$ cat src/rtl/cdb_arbiter.sv
// Two-source arbiter for the single ROB result-write port (common data bus).
// Each source owns a one-entry holding slot; contention is resolved round-robin.
module cdb_arbiter #(
    parameter int IDX_W  = 5,
    parameter int DATA_W = 32
) (
    input  logic              clk,
    input  logic              rst,
    input  logic              rdy,
    input  logic              Clear_flag,
    input  logic              s0_valid,
    output logic              s0_ready,
    input  logic [IDX_W-1:0]  s0_rob_id,
    input  logic [DATA_W-1:0] s0_value,
    input  logic [DATA_W-1:0] s0_jumppc,
    input  logic              s0_jumppc_vld,
    input  logic              s1_valid,
    output logic              s1_ready,
    input  logic [IDX_W-1:0]  s1_rob_id,
    input  logic [DATA_W-1:0] s1_value,
    output logic              cdb_valid,
    output logic [IDX_W-1:0]  cdb_rob_id,
    output logic [DATA_W-1:0] cdb_value,
    output logic [DATA_W-1:0] cdb_jumppc,
    output logic              cdb_jumppc_vld,
    output logic              cdb_src
);

    logic              h0_valid_reg;
    logic [IDX_W-1:0]  h0_rob_id_reg;
    logic [DATA_W-1:0] h0_value_reg;
    logic [DATA_W-1:0] h0_jumppc_reg;
    logic              h0_jumppc_vld_reg;
    logic              h1_valid_reg;
    logic [IDX_W-1:0]  h1_rob_id_reg;
    logic [DATA_W-1:0] h1_value_reg;
    logic              rr_last_reg;

    logic live;
    logic g0;
    logic g1;
    logic acc0;
    logic acc1;

    // rr_last_reg==1 means the SLB won last, so the ALU takes the next tie.
    assign live     = rdy & ~Clear_flag;
    assign g0       = h0_valid_reg & (~h1_valid_reg | rr_last_reg);
    assign g1       = h1_valid_reg & ~g0;
    assign s0_ready = live & (~h0_valid_reg | g0);
    assign s1_ready = live & (~h1_valid_reg | g1);
    assign acc0     = s0_valid & s0_ready;
    assign acc1     = s1_valid & s1_ready;

    always_ff @(posedge clk) begin
        if (!rst) begin
            h0_valid_reg      <= 1'b0;
            h0_rob_id_reg     <= '0;
            h0_value_reg      <= '0;
            h0_jumppc_reg     <= '0;
            h0_jumppc_vld_reg <= 1'b0;
            h1_valid_reg      <= 1'b0;
            h1_rob_id_reg     <= '0;
            h1_value_reg      <= '0;
            rr_last_reg       <= 1'b1;
            cdb_valid         <= 1'b0;
            cdb_rob_id        <= '0;
            cdb_value         <= '0;
            cdb_jumppc        <= '0;
            cdb_jumppc_vld    <= 1'b0;
            cdb_src           <= 1'b0;
        end else if (rdy) begin
            if (Clear_flag) begin
                // In-flight results die with the ROB flush.
                h0_valid_reg <= 1'b0;
                h1_valid_reg <= 1'b0;
                cdb_valid    <= 1'b0;
                rr_last_reg  <= 1'b1;
            end else begin
                if (g0) begin
                    cdb_valid      <= 1'b1;
                    cdb_rob_id     <= h0_rob_id_reg;
                    cdb_value      <= h0_value_reg;
                    cdb_jumppc     <= h0_jumppc_reg;
                    cdb_jumppc_vld <= h0_jumppc_vld_reg;
                    cdb_src        <= 1'b0;
                    rr_last_reg    <= 1'b0;
                end else if (g1) begin
                    cdb_valid      <= 1'b1;
                    cdb_rob_id     <= h1_rob_id_reg;
                    cdb_value      <= h1_value_reg;
                    cdb_jumppc     <= '0;
                    cdb_jumppc_vld <= 1'b0;
                    cdb_src        <= 1'b1;
                    rr_last_reg    <= 1'b1;
                end else begin
                    cdb_valid <= 1'b0;
                end

                // A granted slot may be refilled in the same cycle it drains.
                if (acc0) begin
                    h0_valid_reg      <= 1'b1;
                    h0_rob_id_reg     <= s0_rob_id;
                    h0_value_reg      <= s0_value;
                    h0_jumppc_reg     <= s0_jumppc;
                    h0_jumppc_vld_reg <= s0_jumppc_vld;
                end else if (g0) begin
                    h0_valid_reg <= 1'b0;
                end

                if (acc1) begin
                    h1_valid_reg  <= 1'b1;
                    h1_rob_id_reg <= s1_rob_id;
                    h1_value_reg  <= s1_value;
                end else if (g1) begin
                    h1_valid_reg <= 1'b0;
                end
            end
        end
    end

endmodule

$ cat config.mk
export PLATFORM = sky130hd
export DESIGN_NAME = cdb_arbiter
export DESIGN_NICKNAME = d
export VERILOG_FILES = /design/src/rtl/cdb_arbiter.sv
export SDC_FILE = /design/constraint.sdc
export NUM_CORES = 1
export LEC_CHECK = 0
export ABC_AREA = 1
export BUFFER_PORTS_ARGS = -buffer_cell sky130_fd_sc_hd__buf_2
export CAP_MARGIN = 25
export CORE_ASPECT_RATIO = 0.6
export CORE_MARGIN = 2
export CORE_UTILIZATION = 55
export DETAILED_ROUTE_END_ITERATION = 10
export GPL_TIMING_DRIVEN = 0
export PLACE_DENSITY_LB_ADDON = 0.2
export SYNTH_ARGS = -nofsm -noshare
export SYNTH_HDL_FRONTEND = slang
export SYNTH_SLANG_ARGS = --single-unit
$ cat constraint.sdc
create_clock -name clk -period 1.95 [get_ports clk]
set_input_delay 0.0975 -clock clk [delete_from_list [all_inputs] [get_ports clk]]
set_output_delay 0.0975 -clock clk [all_outputs]
set_load 0.03 [all_outputs]
## Word level (Yosys, flattened, before mapping)

Index checks and enable logic that the tools add are counted.

- Register bits after elaboration: 182
- Input bits: 113
- Output and inout port bits: 74
- Word-level logic and storage cells: 58

- Mux-type cells: 19
- Bitwise gates (word level): 14
- Reductions and logical operators: 10

Operator list:

| operator | number |
|---|---|
| 32-bit two-way mux | 4 |
| 1-bit two-way mux | 13 |
| 5-bit two-way mux | 2 |
| 3-bit AND reduction | 3 |
| 3-bit nonzero test | 3 |
| 1-bit bitwise AND | 7 |
| 2-bit AND reduction | 3 |
| 1-bit NOT | 4 |
| 1-bit bitwise OR | 3 |
| 2-bit nonzero test | 1 |

## Logic depth before layout (Yosys ltp)

Gate-level depths: netlist (run 1).

- Depth after elaboration: 10
- Depth in mapped cells: 9

## Least setup slack after synthesis (run 1)

OpenSTA, ideal clock, no wires.

- Path kind: reg-to-reg
- From: reg h1_valid_reg
- To: reg cdb_value[17]
- Setup time: 138 ps
- Arrival: 1031 ps
- Path slack: 781 ps
- Stages on the path, launching flop included: 8
- Path buffers: 3
- Period minus slack after synthesis: 1169 ps
- Cell sequence: dfxtp_1 -> buf_6 -> o21ai_4 -> inv_2 -> buf_6 -> buf_6 -> nand2_1 -> a21oi_2

- Word-level cells in the longest chain between the ends: 7
- Elaborated cells between the ends (all ways): 8
- Those cells by class: 1 x mux; 5 x bitwise; 2 x reduce/logical

Ends and longest elaborated chain:

| item | line | source |
|---|---|---|
| from (decl) | 34 | `logic h1_valid_reg;` |
| from (signal assigned) | 61 | `h1_valid_reg <= 1'b0;` |
| from (signal assigned) | 75 | `h1_valid_reg <= 1'b0;` |
| from (signal assigned) | 111 | `h1_valid_reg <= 1'b1;` |
| 1-bit NOT | 47 | `assign g0 = h0_valid_reg & (~h1_valid_reg \| rr_last_reg);` |
| 1-bit bitwise OR | 47 |  |
| 1-bit bitwise AND | 47 |  |
| 1-bit NOT | 48 | `assign g1 = h1_valid_reg & ~g0;` |
| 1-bit bitwise AND | 48 |  |
| 2-bit nonzero test (no source line) | - |  |
| 3-bit AND reduction (no source line) | - |  |
| to (signal assigned) | 82 | `cdb_value <= h0_value_reg;` |
| to (signal assigned) | 90 | `cdb_value <= h1_value_reg;` |
| to (decl) | 23 | `output logic [DATA_W-1:0] cdb_value,` |

Several ways; a longest one is shown, not always the timed one.
A chain may end at the register's enable or synchronous reset.

## Worst setup path in the final report (run 1)

- From: reg h0_valid_reg
- To: out s0_ready

- Word-level cells in the longest chain between the ends: 3
- Elaborated cells between the ends (all ways): 4
- Those cells by class: 4 x bitwise

Ends and longest elaborated chain:

| item | line | source |
|---|---|---|
| from (decl) | 29 | `logic h0_valid_reg;` |
| from (signal assigned) | 56 | `h0_valid_reg <= 1'b0;` |
| from (signal assigned) | 74 | `h0_valid_reg <= 1'b0;` |
| from (signal assigned) | 101 | `h0_valid_reg <= 1'b1;` |
| 1-bit bitwise AND or 1-bit NOT (tied branches) | 47, 49 |  |
| 1-bit bitwise OR (*) | 49 | `assign s0_ready = live & (~h0_valid_reg \| g0);` |
| 1-bit bitwise AND (*) | 49 |  |
| to (decl) | 12 | `output logic s0_ready,` |

Mark *: on every way between the ends. The rest lies on a longest branch, timed or not.

==> results.yml, run 1 <==
worst_setup_path:
  required_ps: 1850
  crit_family: "buffers and inverters"
  crit_buf_inv: 4
  crit_type: "flip-flop to primary output"
  crit_path_end_kind: "primary output"
  cp_common_cell: "buf_4"
  cp_max_fo: 10
  slowest_delay_ps: 300
  arrival_ps: 1670
  crit_slowest_cell: "dfxtp_1"
  path_cells: "buf_4 -> nand3_1 -> nand2_1 -> inv_2 -> buf_4 -> buf_2"
  start_kind: "flip-flop"
placement:
  place_hpwl_um: 13860
  numPortBuffers: 185
  place_area_um2: 8229
  globalplace.congestion: 0.8828
cts:
  clk_pin_slew_worst_paths_ps: 70
  cts_root_buf: "clkbuf_16"
  cts_sinks: 182
  cts_resized: 0
  cts_buffers: 17
  worstSkewPairLatency_ps: 430
  cts_tree: "built"
  h-tree-depth: 4
  clockBufferDepth: 2
logic_synthesis:
  avgSynthCellArea_um2: 7.559
  synth_fa_ha_area_share_pct: 0
  ys_ff_latch: 182
  synth_top_family_by_area: "simple AND/OR/NAND/NOR gates"
  muxShareOfSynthArea_pct: 0
  syn-cell-area_um2: 7091
  synth_compound_area_share_pct: 13.41
  yosys.area_share.xor_xnor_pct: 0
  synth_seq_area_share_pct: 51.39
  synth_cells: 938
  synth_cell_types: 21
  synth_warnings: 0
  syn_nets: 1051
  yosys.area_share.simple_pct: 28.37
power:
  leakagePower_nw: 4.131
  p_per_area_nw_per_um2: 812.5
  ir_worst_vdd_mv: 0.5739
global_routing:
  grt_overflow: 0
  grt_max_degree: 18
  antenna_found_initial: 0
  track_usage_pct: 32.81
  grt_pass1_wl_um: 35630
  grt_pass1_vias: 7065
layout:
  fin_util_pct: 77.76
  final_cell_mix: "nand2_1, buf_2, dfxtp_1"
  final_area_um2: 9901
  final_common_cell: "nand2_1"
  nFillCells: 977
  drive_above_1_share_pct: 22.64
  area_growth_pct: 39.63
  nNetsFinal: 1363
  n_antenna_cell: 0
timing:
  min_period_over_period_pct: 90.54
  setup_viol: 0
  timing.final.max_slew_violations: 0
  fmax_ghz: 0.5664
  hold_viol: 1
  slew-limit-headroom_pct: 59.75
  max_slew.worst_pin.slew_ps: 603.7
  hold_ws_ps: -5.063
  skew_ps: 13.50
  timing.setup.tns_ps: 0
  min_period_ps: 1765
  rsz0062_at_grt: "false"
floorplan:
  die_h_um: 91.95
  dieArea_um2: 13850
  start_util_pct: 55.69
  rows: 32
  fp.dieW_um: 150.6
  io_pins: 187
  core_um2: 12730
routing:
  post-route-drc-count: 0
  dr.pass1.iters: 5
  avgViaCountPerCell: 5.272
  antenna_left: 0
  dr.first_iter.drc_count: 550
  wire_per_inst_um: 15.49
  routed_wl_um: 22200
  vias: 7555
run:
  cap_violations: 0
run_status:
  status: "finished, violations left"
  violations: "negative hold slack"
hold_path:
  min_path_type: "input port to flip-flop"
-- cells in the mapped netlist --
master	instances	share of area [%]
nor2_1	2	0.11
o211ai_1	1	0.11
inv_1	4	0.21
buf_1	6	0.32
nor2_4	1	0.16
a21oi_1	172	12
clkbuf_1	22	1.2
a21oi_2	7	0.86
nor2_8	1	0.28
buf_6	9	1.4
dfxtp_1	182	51
buf_2	24	1.7
inv_2	6	0.32
nand4_1	1	0.088
o21ai_0	1	0.071
nand2_2	2	0.18
nand2_1	366	19
nand3_2	2	0.28
o21ai_4	1	0.23
buf_4	16	1.7
nand3_1	112	7.9
-- power by group --
| group | internal [mW] | switching, mW | leakage, nW |
|---|---|---|---|
| Clock | 1.87 | 1.58 | 0.279 |
| Combinational | 0.353 | 0.404 | 2.38 |
| Sequential | 3.80 | 0.0411 | 1.47 |
| Total | 6.02 | 2.02 | 4.13 |
-- worst register-to-register path, stage by stage (launching register included) --
cell      delay, ps
dfxtp_1         300
buf_6           130
nand2_2          90
clkbuf_1        390
nand3_1         190
nand2_1         120
nand2_1          50
a21oi_1         140
-- stage by stage --
step | power, mW | std cells | hold WS [ps] | setup WS (ps)
4_1_cts | 8.028 | 1433 | 6.519 | 176.6
6_report | 8.044 | 1433 | -5.063 | 184.6
3_3_place_gp | 4.477 | 1293 | 349.9 | 482.8
2_1_floorplan | 4.240 | 938 | 195.1 | 781.4
3_5_place_dp | 4.486 | 1293 | 351.5 | 461.2
5_1_grt | 8.287 | 1433 | 14.00 | 49.72
-- timing repair --
action | in CTS | in global routing
hold buffers | 108 | 0
endpoints found under the hold margin | 111 | 0
buffers inserted | 0 | 0
-- worst paths after layout --
path	end	cells after the start	startpoint	slack (ps)
worst min register to register	cdb_jumppc[28]$_SDFFE_PN0P_	2	h0_jumppc_reg[28]$_SDFFE_PN0P_	450
worst max-delay path	s0_ready	6	h0_valid_reg$_SDFFE_PN0P_	180
worst max register to register	cdb_value[9]$_SDFFE_PN0P_	7	h1_valid_reg$_SDFFE_PN0P_	480
worst min-delay path	cdb_valid$_SDFFE_PN0P_	4	rdy	-5
-- logic make-up (layout without fill, tap and decap cells) --
kind of cell / Yosys count / in the layout
compound gates: 182 / 182
buf+inv: 87 / 412
flops: 182 / 182
simple gates: 487 / 487
-- routing by layer --
metal,part of all wire [%],track usage (%)
met4,1.6,9.424
met3,8.3,5.373
met2,45,52.54
met1,45,45.97
met5,0,0
-- final cells by class --
class | count | area [µm²] | share of cell area, %
sequential | 182 | 3643 | 36.80
timing repair buffer | 293 | 2007 | 20.27
inverter | 10 | 37.54 | 0.3791
buffer | 77 | 446.7 | 4.512
clock buffer | 19 | 452.9 | 4.575
clock inverter | 13 | 137.6 | 1.390
tap | 170 | 212.7 | 2.148
multi-input combinational | 669 | 2963 | 29.93
(Power assumes the default switching activity.)
==> run 2, diff against run 1 <==
MAX_ROUTING_LAYER = met4   (was default)
REMOVE_ABC_BUFFERS = 1   (was default)
==> run 2 against run 1 <==
  * The run now ends clean
  * Utilization down 0.26 points
  * Via count down 3.3%
  * Die area unchanged
  * Clock power up 4%
  * Critical endpoint is now h0_value_reg[9]$_SDFFE_PN0P_
  * Largest cell class unchanged
==> results.yml, run 2 (synthesis results as in run 1) <==
run_status:
  status: "completed"
timing:
  setup_viol: 0
  rsz0062_at_grt: "true"
  timing.final.max_slew_violations: 0
  slew-limit-headroom_pct: 39.24
  timing.setup.tns_ps: 0
  fmax_ghz: 0.5281
  min_period_ps: 1894
  max_slew.worst_pin.slew_ps: 911.4
  min_period_over_period_pct: 97.11
  hold_viol: 0
  skew_ps: 14.21
placement:
  numPortBuffers: 186
  place_area_um2: 7979
  place_hpwl_um: 10760
  globalplace.congestion: 0.7843
  dpl.cell_count: 1224
layout:
  drive_above_1_share_pct: 21.36
  nNetsFinal: 1304
  final_area_um2: 9868
  n_antenna_cell: 0
  fin_util_pct: 77.51
  final_cell_mix: "nand2_1, buf_2, dfxtp_1"
  finalNonFillerCells: 1373
  nFillCells: 917
  final_common_cell: "nand2_1"
  area_growth_pct: 39.17
worst_setup_path:
  cp_max_fo: 71
  crit_type: "flip-flop to flip-flop"
  start_kind: "flip-flop"
  required_ps: 2230
  arrival_ps: 2180
  crit_path_end_kind: "flip-flop"
  r2r_slack_ps: 60
cts:
  clk_pin_slew_worst_paths_ps: 60
  h-tree-depth: 4
  clockBufferDepth: 2
  cts_tree: "built"
  cts_buffers: 17
  cts_root_buf: "clkbuf_16"
  cts_sinks: 182
  worstSkewPairLatency_ps: 420
floorplan:
  start_util_pct: 55.69
  die_h_um: 91.95
  fp.dieW_um: 150.6
  io_pins: 187
  core_um2: 12730
  dieArea_um2: 13850
  rows: 32
routing:
  avgViaCountPerCell: 5.318
  routed_wl_um: 21710
  dr.pass1.iters: 5
  vias: 7302
  post-route-drc-count: 0
  antenna_left: 0
  wire_per_inst_um: 15.81
  dr.first_iter.drc_count: 460
global_routing:
  antenna_found_initial: 0
  grt_pass1_vias: 6958
  grt_max_degree: 95
  grt_overflow: 0
  track_usage_pct: 32.31
  grt_pass1_wl_um: 34430
run:
  cap_violations: 0
power:
  ir_worst_vdd_mv: 0.6211
  p_per_area_nw_per_um2: 828.2
  leakagePower_nw: 4.049
hold_path:
  min_path_type: "input port to flip-flop"
-- run 2: path summary, 6_finish.rpt --
check	start	end	cells past startpoint
setup reg to reg	h0_valid_reg$_SDFFE_PN0P_	h0_value_reg[9]$_SDFFE_PN0P_	5
hold reg to reg	h0_jumppc_reg[6]$_SDFFE_PN0P_	cdb_jumppc[6]$_SDFFE_PN0P_	2
hold / removal	s0_jumppc[16]	h0_jumppc_reg[16]$_SDFFE_PN0P_	3
setup / recovery	h0_valid_reg$_SDFFE_PN0P_	h0_value_reg[9]$_SDFFE_PN0P_	5
-- run 2: routing by layer --
| metal | GRT usage, % | up-vias | share of wire [%] |
|---|---|---|---|
| met5 | - | - | 0 |
| met4 | 8.178 | 0 | 1.4 |
| met3 | 5.771 | 33 | 8.5 |
| met2 | 50.72 | 321 | 45 |
| met1 | 43.59 | 3373 | 45 |
| li1 | - | 3575 | - |
-- run 2: metrics by stage --
stage / total power [mW] / setup slack [ps] / hold slack (ps)
final: 8.173 / 56.40 / 14.92
after global routing: 8.412 / -76.06 / 21.06
after CTS: 8.165 / -26.07 / 7.448
after detailed placement: 4.447 / -1148 / 351.8
after global placement: 4.413 / -2373 / 348.9
after floorplan: 4.167 / -658.6 / 195.1
-- run 2: worst max-delay path, stage by stage (launching register included) --
cell	delay, ps
dfxtp_4	360
buf_16	170
nand3_4	130
nand3_4	680
nand2_1	320
a21oi_1	110
-- run 2: layout make-up --
| cell class | instances | area, µm² | share of cell area (%) |
|---|---|---|---|
| sequential | 182 | 3649 | 36.97 |
| multi-input combinational | 671 | 3047 | 30.87 |
| timing repair buffer | 308 | 2290 | 23.20 |
| clock buffer | 19 | 442.9 | 4.488 |
| tap | 170 | 212.7 | 2.155 |
| clock inverter | 12 | 166.4 | 1.686 |
| inverter | 10 | 57.56 | 0.5832 |
| timing repair inverter | 1 | 3.754 | 0.03804 |
-- run 2: timing repair --
item | 4_1_cts | 5_1_grt
setup buffers | 6 | 0
pin swaps | 3 | 5
gates cloned | 3 | 1
endpoints found under the hold margin | 111 | 0
hold buffers | 108 | 0
gates resized for setup | 16 | 5
endpoints found under the setup margin | 181 | 142
-- run 2: report_power, final --
group | total [mW] | internal (mW) | switching (mW)
sequential | 3.84 | 3.80 | 0.0434
clock | 3.58 | 2.07 | 1.50
combinational | 0.756 | 0.351 | 0.406
total | 8.17 | 6.22 | 1.95
